==> src/rtl/melee_pkg.sv <==
`default_nettype none
// ============================================================================
//  Package     : melee_pkg
//  Description : Shared types and default constants for the melee swing
//                sequencer (state encoding, timing defaults, class code).
//  Revision    : 1.0 - initial release
// ============================================================================
package melee_pkg;

  // Swing sequencer phases
  typedef enum logic [1:0] {
    IDLE     = 2'd0,
    EXTEND   = 2'd1,
    RETRACT  = 2'd2,
    COOLDOWN = 2'd3
  } swing_state_t;

  // Default timing for a swing
  localparam int DEF_SWING_FRAMES    = 8;
  localparam int DEF_STEP_PX         = 4;
  localparam int DEF_COOLDOWN_FRAMES = 12;

  // Character class code that is allowed to swing
  localparam logic [1:0] CLASS_MELEE = 2'd1;

  // Width of a counter that must hold values up to max(a, b)
  function automatic int cnt_width(input int a, input int b);
    int m;
    m = (a > b) ? a : b;
    return $clog2(m + 1);
  endfunction

endpackage
`default_nettype wire

==> src/rtl/rise_edge.sv <==
`default_nettype none
// ============================================================================
//  Module      : rise_edge
//  Description : Single-flop rising-edge detector. Output is high for one
//                clock when the input goes from 0 to 1. Asynchronous
//                active-low reset.
//  Revision    : 1.0 - initial release
// ============================================================================
module rise_edge (
  input  logic clk,
  input  logic rst,
  input  logic d_i,
  output logic rise_o
);

  logic d_q;

  // Remember the previous sample so a 0->1 transition is seen once
  always_ff @(posedge clk or negedge rst) begin
    if (!rst) begin
      d_q <= 1'b0;
    end else begin
      d_q <= d_i;
    end
  end

  assign rise_o = d_i & ~d_q;

endmodule
`default_nettype wire

==> src/rtl/melee_swing_ctrl.sv <==
`default_nettype none
// ============================================================================
//  Module      : melee_swing_ctrl
//  Description : Melee swing sequencer. Turns left-button presses into a
//                frame-stepped extend/retract swing followed by a cooldown,
//                drives the draw stage's attack enable and weapon offset, and
//                reduces per-pixel hits to one damage pulse per swing.
//  Options     : MELEE_INPUT_BUFFER_EN - buffer one press made during
//                RETRACT/COOLDOWN and start the next swing directly when the
//                cooldown ends.
//  Revision    : 1.0 - initial release
// ============================================================================
module melee_swing_ctrl
  import melee_pkg::*;
#(
  parameter int SWING_FRAMES    = DEF_SWING_FRAMES,
  parameter int STEP_PX         = DEF_STEP_PX,
  parameter int COOLDOWN_FRAMES = DEF_COOLDOWN_FRAMES
) (
  input  logic        clk,
  input  logic        rst,
  input  logic        vblnk,
  input  logic        mouse_left,
  input  logic [1:0]  game_active,
  input  logic [1:0]  char_class,
  input  logic        alive,
  input  logic        melee_hit,
  output logic        swing_active,
  output logic [11:0] anim_x_offset,
  output logic        dmg_pulse,
  output logic        busy
);

  localparam int          CNT_W     = cnt_width(SWING_FRAMES, COOLDOWN_FRAMES);
  localparam logic [CNT_W-1:0] SWING_LAST = CNT_W'(SWING_FRAMES - 1);
  localparam logic [CNT_W-1:0] COOL_LAST  = CNT_W'(COOLDOWN_FRAMES - 1);
  localparam logic [11:0] STEP      = 12'(STEP_PX);

  // Parameter sanity: the fully extended offset must fit in 12 bits
  if (SWING_FRAMES * STEP_PX >= 4096) begin : g_offset_range_err
    $error("melee_swing_ctrl: SWING_FRAMES*STEP_PX must be below 4096");
  end
  if (SWING_FRAMES < 1 || COOLDOWN_FRAMES < 1 || STEP_PX < 1) begin : g_param_min_err
    $error("melee_swing_ctrl: frame counts and step must be at least 1");
  end

  // --------------------------------------------------------------------------
  // Input conditioning
  // --------------------------------------------------------------------------
  logic tick_w;
  logic press_w;
  logic en_w;

  rise_edge u_vblnk_edge (
    .clk    (clk),
    .rst    (rst),
    .d_i    (vblnk),
    .rise_o (tick_w)
  );

  rise_edge u_press_edge (
    .clk    (clk),
    .rst    (rst),
    .d_i    (mouse_left),
    .rise_o (press_w)
  );

  assign en_w = (game_active != 2'd0) && (char_class == CLASS_MELEE) && alive;

  // --------------------------------------------------------------------------
  // State
  // --------------------------------------------------------------------------
  swing_state_t     state_q,    state_d;
  logic [CNT_W-1:0] cnt_q,      cnt_d;
  logic [11:0]      offset_q,   offset_d;
  logic             hit_done_q, hit_done_d;
  logic             dmg_q,      dmg_d;
  logic             swing_q,    swing_d;
  logic             busy_q,     busy_d;
`ifdef MELEE_INPUT_BUFFER_EN
  logic             pending_q,  pending_d;
`endif

  // Register all state and the registered outputs
  always_ff @(posedge clk or negedge rst) begin
    if (!rst) begin
      state_q    <= IDLE;
      cnt_q      <= '0;
      offset_q   <= '0;
      hit_done_q <= 1'b0;
      dmg_q      <= 1'b0;
      swing_q    <= 1'b0;
      busy_q     <= 1'b0;
`ifdef MELEE_INPUT_BUFFER_EN
      pending_q  <= 1'b0;
`endif
    end else begin
      state_q    <= state_d;
      cnt_q      <= cnt_d;
      offset_q   <= offset_d;
      hit_done_q <= hit_done_d;
      dmg_q      <= dmg_d;
      swing_q    <= swing_d;
      busy_q     <= busy_d;
`ifdef MELEE_INPUT_BUFFER_EN
      pending_q  <= pending_d;
`endif
    end
  end

  // Next-state, offset stepping, hit reduction and abort handling
  always_comb begin
    state_d    = state_q;
    cnt_d      = cnt_q;
    offset_d   = offset_q;
    hit_done_d = hit_done_q;
    dmg_d      = 1'b0;
`ifdef MELEE_INPUT_BUFFER_EN
    pending_d  = pending_q;
`endif

    // One damage pulse per swing; cooldown still listens so hits that are
    // late through the draw pipeline are not lost.
    if (state_q != IDLE && melee_hit && !hit_done_q) begin
      dmg_d      = 1'b1;
      hit_done_d = 1'b1;
    end

`ifdef MELEE_INPUT_BUFFER_EN
    if ((state_q == RETRACT || state_q == COOLDOWN) && press_w) begin
      pending_d = 1'b1;
    end
`endif

    case (state_q)
      IDLE: begin
        // A tick in the same cycle as the press is deliberately not counted
        if (press_w && en_w) begin
          state_d    = EXTEND;
          cnt_d      = '0;
          offset_d   = '0;
          hit_done_d = 1'b0;
        end
      end

      EXTEND: begin
        if (tick_w) begin
          offset_d = offset_q + STEP;
          if (cnt_q == SWING_LAST) begin
            state_d = RETRACT;
            cnt_d   = '0;
          end else begin
            cnt_d = cnt_q + 1'b1;
          end
        end
      end

      RETRACT: begin
        if (tick_w) begin
          offset_d = offset_q - STEP;
          if (offset_q == STEP) begin
            state_d = COOLDOWN;
            cnt_d   = '0;
          end
        end
      end

      COOLDOWN: begin
        if (tick_w) begin
          if (cnt_q == COOL_LAST) begin
            cnt_d   = '0;
            state_d = IDLE;
`ifdef MELEE_INPUT_BUFFER_EN
            // Chain straight into the buffered swing, no IDLE cycle
            if ((pending_q || press_w) && en_w) begin
              state_d    = EXTEND;
              offset_d   = '0;
              hit_done_d = 1'b0;
              pending_d  = 1'b0;
            end
`endif
          end else begin
            cnt_d = cnt_q + 1'b1;
          end
        end
      end

      default: begin
        state_d = IDLE;
      end
    endcase

    // Losing the enable aborts the swing; this overrides any tick or hit
    if (state_q != IDLE && !en_w) begin
      state_d  = IDLE;
      cnt_d    = '0;
      offset_d = '0;
      dmg_d    = 1'b0;
`ifdef MELEE_INPUT_BUFFER_EN
      pending_d = 1'b0;
`endif
    end

    swing_d = (state_d == EXTEND) || (state_d == RETRACT);
    busy_d  = (state_d != IDLE);
  end

  assign swing_active  = swing_q;
  assign anim_x_offset = offset_q;
  assign dmg_pulse     = dmg_q;
  assign busy          = busy_q;

endmodule
`default_nettype wire
==> config.mk <==
export PLATFORM = sky130hd
export DESIGN_NAME = melee_swing_ctrl
export DESIGN_NICKNAME = d
export VERILOG_FILES = /design/src/rtl/melee_pkg.sv /design/src/rtl/rise_edge.sv /design/src/rtl/melee_swing_ctrl.sv
export SDC_FILE = /design/constraint.sdc
export NUM_CORES = 1
export LEC_CHECK = 0
export ABC_AREA = 0
export CAP_MARGIN = 20
export CORE_UTILIZATION = 40
export DETAILED_ROUTE_END_ITERATION = 8
export GPL_ROUTABILITY_DRIVEN = 0
export PLACE_DENSITY = 0.61
export SLEW_MARGIN = 0
export SYNTH_ARGS = -nofsm -noshare
export SYNTH_HDL_FRONTEND = slang
export SYNTH_SLANG_ARGS = --single-unit
==> constraint.sdc <==
create_clock -name clk -period 4.4 [get_ports clk]
set_clock_uncertainty 0.15 [all_clocks]
set_input_delay 0.66 -clock clk [delete_from_list [all_inputs] [get_ports clk]]
set_output_delay 0.66 -clock clk [all_outputs]
set_load 0.1 [all_outputs]
==> results of run 1 <==
==> metrics by stage <==
step	power [mW]	std cells	hold slack, ns
floorplan	0.627	197	0.214
global placement	0.731	255	0.318
detailed placement	0.734	255	0.323
CTS	0.934	259	0.337
global route	0.989	260	0.368
finish	0.934	260	0.340
==> worst max-delay path by stage <==
stage / from / end / slack [ns] / cells past startpoint
floorplan: anim_x_offset[7]$_DFFE_PN0P_ / cnt_q[3]$_DFFE_PN0P_ / 1.66 / 6
global placement: char_class[0] / anim_x_offset[9]$_DFFE_PN0P_ / 1.45 / 6
detailed placement: char_class[0] / anim_x_offset[9]$_DFFE_PN0P_ / 1.36 / 6
CTS: anim_x_offset[2]$_DFFE_PN0P_ / anim_x_offset[2] / 1.54 / 1
global route: state_q[1]$_DFF_PN0_ / swing_active$_DFF_PN0_ / 1.46 / 7
finish: anim_x_offset[2]$_DFFE_PN0P_ / anim_x_offset[2] / 1.53 / 1
==> report_power, final <==
part	leakage, nW	internal [mW]	switching [mW]
Clock	0.0357	0.122	0.0745
Sequential	0.298	0.231	0.0436
Combinational	0.433	0.144	0.319
==> cells in the mapped netlist (3+ instances only) <==
library cell  count  area [um2]
a21oi_1           6        30.0
a221oi_1          3        26.3
a32o_1            3        30.0
and3_1            3        18.8
clkbuf_1         10        37.5
dfrtp_1          22         551
ha_1              9         113
inv_1            11        41.3
nand2_1          18        67.6
nand2b_1          3        18.8
nand3_1           3        15.0
nor2_1           10        37.5
nor3_1            6        30.0
nor3b_1           3        22.5
nor4b_1           6        52.6
o21ai_0          12        60.1
o31ai_1           6        45.0
o32ai_1           3        26.3
or3_1             3        18.8
==> cell usage in the layout (no fill, tap or decap), drive strengths merged, types with 4 or more instances in the layout <==
master,instances
dfrtp,22
clkdlybuf4s50,22
nand2,18
o21ai,12
inv,11
nor2,10
ha,9
a21oi,7
nor3,7
o31ai,6
nor4b,6
o32ai,4
==> cell families after synthesis <==
kind of cell    count (synthesis)  share of synthesized area
compound gates                 63                      0.278
xor+xnor                        2                     0.0102
fa+ha+maj                       9                     0.0657
buf+inv                        25                     0.0643
flops                          22                      0.321
mux                             1                    0.00584
other cells                     1                    0.00219
simple gates                   73                      0.253
==> routing by layer <==
layer | vias up | routed length [um] | GRT usage
li1 | 779 | - | -
met3 | 7 | 184 | 0.0439
met4 | 0 | 43 | 0.0665
met5 | - | 0 | 0
met2 | 44 | 2020 | 0.340
met1 | 798 | 2160 | 0.295
==> flip-flops by register name (all words and copies together) (netlist names) <==
register,cells
state_q,2
busy,1
u_press_edge.d_q,1
anim_x_offset,10
cnt_q,4
swing_active,1
u_vblnk_edge.d_q,1
hit_done_q,1
dmg_pulse,1
==> layout make-up <==
type	instances	share of cell area
timing repair buffer	23	0.117
tap	50	0.0310
clock buffer	3	0.0205
inverter	11	0.0205
sequential	22	0.273
multi-input combinational	150	0.524
clock inverter	1	0.0149
==> flow_summary_export.csv, run 1 <==
group,metric,value,unit
status,status,"finished, final reports clean",
sta,rsz0062_at_grt,"no",
hold_path,min_path_cells,1,
routing,wirelength,4.41,mm
global_routing,grt_pass1_vias,1572,
floorplan,die_area,4550,um2
power,leakage,0.767,nW
clocking,htreeDepth,1,
final_layout,utilization,0.497,
placed_design,place_area,1930,um2
hold_path,hold_class,"reg -> reg",
setup_path,r2r-end,"swing_active$_DFF_PN0_",
global_routing,grt_use_total,0.216,
sta,max_freq,0.348,GHz
setup_path,required,3.59,ns
clocking,cts_resized,0,
floorplan,die_x,67.4,um
sta,tns,0,ns
clocking,ctsHoldBuffers,0,
logic_synthesis,synth_ff_type,"dfrtp_1",
job,cap_violations,0,
floorplan,core_area,4060,um2
floorplan,pin_count,25,
hold_path,whs_endpoint,"dmg_pulse$_DFF_PN0_",
logic_synthesis,netlist_area,1710,um2
clocking,clk_pin_slew,0.09,ns
logic_synthesis,synth-seq-cells,22,
placed_design,dpl.hpwl,3.14,mm
routing,dr.first_iter.drc_count,71,
setup_path,crit_chain,"clkdlybuf4s50_1",
final_layout,syn2layout_area_growth,17.7,%
routing,drtPass1Iterations,4,
logic_synthesis,yosysWarnings,0,
final_layout,multi_input_area,1060,um2
clocking,cts_root_buf,"clkbuf_8",
clocking,clkSinkCount,22,
global_routing,grt_pass1_wl,7.38,mm
sta,min_period,2.87,ns
routing,vias,1628,
final_layout,seq_area,551,um2
setup_path,cp_num_buf_inv,1,
setup_path,worstSetupEndpointType,"primary output",
floorplan,rows,23,
clocking,cts_inserted_buffers,3,
setup_path,reg2reg_depth,7,
routing,vias_per_cell,6.26,
power,powerDensity,463,nW/um2
setup_path,start_kind,"register",
sta,min_period_over_period,0.652,
setup_path,r2r_setup_slack,1.62,ns
final_layout,n_antenna_cell,0,
logic_synthesis,syn-instance-count,196,
clocking,ctsLongestPathBuffers,2,
hold_path,hold_start,"hit_done_q$_DFF_PN0_",
final_layout,nets,230,
setup_path,criticalPathCategory,"reg -> out",
logic_synthesis,synth_seq_area_share,0.321,
setup_path,worstPathMaxFanout,10,
routing,drc,0,
sta,hold_violations,0,
setup_path,slowest_delay,1.21,ns
logic_synthesis,synth-async-reset-ratio,1.00,
clocking,cts_tree,"built",
final_layout,finish.instance_area,2020,um2
clocking,worst_skew_pair.late_latency,0.28,ns
global_routing,grt_overflow,0,
routing,wl_per_cell,17.0,um
sta,relSlewSlack,0.349,
logic_synthesis,syn_avg_cell_area,8.74,um2
floorplan,die_y,67.4,um
sta,setup_viol,0,
placed_design,port_buffers,22,
routing,ant_nets,0,
sta,worst_slack,1.53,ns
floorplan,start_util,0.422,
final_layout,n_fill_cell,397,
global_routing,antenna_found_initial,0,
placed_design,detailedPlace.worstSlack,1.36,ns
setup_path,cpMaxStageDelayCell,"clkdlybuf4s50_1",
power,vdd_drop_max,192,uV
final_layout,drive_gt1_frac,0.0714,
sta,slew_violations,0,
clocking,cts_setup_buffers,0,
setup_path,crit_family,"buffers and inverters",
setup_path,critical_path_arrival,2.06,ns
setup_path,reg2reg_from,"state_q[1]$_DFF_PN0_",
global_routing,grt_max_degree,23,
logic_synthesis,yosys.cell_types.count,59,
sta,tightestPinTransition,0.973,ns
logic_synthesis,synth_edf_count,0,
Power figures use the tool's default switching activity.
==> run 2: changes to the inputs <==
- PLACE_DENSITY: 0.61 -> 0.63
- clock period: 4.4 -> 2.3 ns (I/O delays scaled with it)
==> run 2 against run 1 <==
Non-clock buffer count rose by 31. Via count rose by 11%. Wire length rose by 15%. Global-route usage rose by 2.4 points. Sequential share of layout area fell by 1.6 points. Flip-flop and latch count did not move. Sequential power rose by 84%. Total power rose by 99%. Cell area rose by 10%.
==> flow_summary_export.csv, run 2 (same netlist as run 1, synthesis figures left out) <==
group,metric,value,unit
status,status,"finished, final reports clean",
floorplan,core_area,4060,um2
clocking,ctsLongestPathBuffers,2,
setup_path,cpMostUsedCell,"inv_1",
placed_design,dp_cells,287,
clocking,worst_skew_pair.late_latency,0.27,ns
final_layout,stdcell_count,291,
sta,hold_violations,0,
global_routing,grt_pass1_vias,1705,
power,vdd_drop_max,330,uV
setup_path,slowest_delay,0.44,ns
routing,drc,0,
placed_design,dpl.hpwl,3.71,mm
power,combPwrFrac,0.571,
final_layout,syn2layout_area_growth,29.9,%
routing,vias_per_cell,6.20,
power,leakage,0.910,nW
setup_path,start_kind,"register",
final_layout,largest_reg_flops,10,
clocking,cts_root_buf,"clkbuf_8",
setup_path,worstPathMaxFanout,6,
placed_design,port_buffers,22,
floorplan,pin_count,25,
floorplan,die_x,67.4,um
clocking,cts_inserted_buffers,3,
setup_path,cpMaxStageDelayCell,"dfrtp_1",
power,netSwitchingFraction,0.470,
floorplan,rows,23,
global_routing,grt_pass1_wl,8.20,mm
sta,relSlewSlack,0.621,
final_layout,final_cell_mix,"buf_4 (45), nand2_1 (18), o21ai_0 (12), dfrtp_1 (12), inv_1 (11)",
clocking,htreeDepth,1,
routing,wirelength,5.05,mm
setup_path,criticalPathCategory,"reg -> reg",
routing,ant_nets,0,
power,p_switching,0.876,mW
routing,drtPass1Iterations,4,
power,clkPwrFrac,0.157,
global_routing,antenna_found_initial,0,
setup_path,crit_chain,"inv_1 > ha_1 > inv_1 > o21ai_0 > and2_1 > a311o_1 > a32o_1",
final_layout,n_fill_cell,370,
clocking,cts_tree,"built",
sta,setup_viol,0,
floorplan,die_y,67.4,um
power,p_int,0.987,mW
final_layout,finish.instance_area,2220,um2
global_routing,grt_use_total,0.240,
sta,rsz0062_at_grt,"yes",
final_layout,layout_commonest_cell,"buf_4",
routing,vias,1803,
final_layout,drive_gt1_frac,0.303,
setup_path,required,2.31,ns
sta,min_period,2.23,ns
setup_path,critical_path_arrival,2.24,ns
global_routing,grt_max_degree,23,
job,cap_violations,0,
clocking,clkSinkCount,22,
routing,wl_per_cell,17.4,um
setup_path,worstSetupEndpointType,"register",
hold_path,hold_class,"in -> async",
global_routing,grt_overflow,0,
power,powerDensity,837,nW/um2
placed_design,place_area,2160,um2
power,power_frac_seq,0.272,
clocking,clk_pin_slew,0.09,ns
final_layout,n_antenna_cell,0,
sta,tightestPinTransition,0.563,ns
sta,max_freq,0.449,GHz
routing,dr.first_iter.drc_count,211,
final_layout,nets,261,
sta,slew_violations,0,
sta,min_period_over_period,0.969,
floorplan,start_util,0.422,
clocking,cts_setup_buffers,0,
floorplan,die_area,4550,um2
run 2: changes by cell type in the layout (fill, tap and decap cells not counted), sizes merged:
| cell | change |
|---|---|
| buf | +44 |
| clkbuf | +1 |
| clkdlybuf4s50 | -13 |
| bufinv | -1 |
run 2: final cells by class:
cell class	count	area, um2	share of cell area
clock buffer	4	55.1	0.0247
inverter	11	41.3	0.0186
multi-input combinational	150	1070	0.480
sequential	22	571	0.256
tap	50	62.6	0.0281
timing repair buffer	54	428	0.192
run 2: final timing paths:
check / to / start / cells past startpoint / slack [ns]
setup / recovery: anim_x_offset[8]$_DFFE_PN0P_ / state_q[1]$_DFF_PN0_ / 7 / 0.07
hold / removal: hit_done_q$_DFF_PN0_ / rst / 2 / 0.28
setup reg to reg: anim_x_offset[8]$_DFFE_PN0P_ / state_q[1]$_DFF_PN0_ / 7 / 0.07
hold reg to reg: dmg_pulse$_DFF_PN0_ / hit_done_q$_DFF_PN0_ / 1 / 0.32
max in group asynchronous: anim_x_offset[6]$_DFFE_PN0P_ / rst / 2 / 1.44
min in group clk: dmg_pulse$_DFF_PN0_ / hit_done_q$_DFF_PN0_ / 1 / 0.32
run 2: stage by stage:
step	hold slack, ns	worst slack (ns)	setup TNS [ns]	total power, mW	util
4_1_cts	0.307	0.0518	0	1.85	0.545
2_1_floorplan	-0.101	-0.0760	-0.0824	1.21	-
6_report	0.284	0.0707	0	1.86	0.548
3_5_place_dp	0.305	-0.207	-1.93	1.55	0.532
3_3_place_gp	0.299	-0.197	-1.74	1.53	0.532
5_1_grt	0.334	-0.0366	-0.0366	1.97	0.548
run 2: power by group through the flow:
stage | Combinational [mW] | Sequential (mW) | Clock, mW
final | 1.06 | 0.507 | 0.293
after global routing | 1.14 | 0.516 | 0.316
after CTS | 1.05 | 0.505 | 0.296
after detailed placement | 1.04 | 0.512 | 0
after global placement | 1.02 | 0.508 | 0
after floorplan | 0.482 | 0.726 | 0
run 2: critical path, delay by kind of cell (launching register included):
family	cells	cell delay, ns
AO/OA/AOI/OAI	3	0.75
buffers and inverters	2	0.21
AND/OR/NAND/NOR	1	0.28
flip-flops	1	0.44
adder cells (fa/ha/maj)	1	0.29
run 2: what timing repair did:
item / in CTS / in global routing
setup endpoints to repair: 0 / 12
hold buffers: 0 / 0
gates resized for setup: 0 / 5
run 2: metal layers:
layer | vias up | share of wire | GRT usage
met4 | 0 | 0.0077 | 0.0878
met5 | - | 0 | 0
met3 | 6 | 0.049 | 0.0439
li1 | 832 | - | -
met2 | 77 | 0.47 | 0.378
met1 | 888 | 0.47 | 0.327
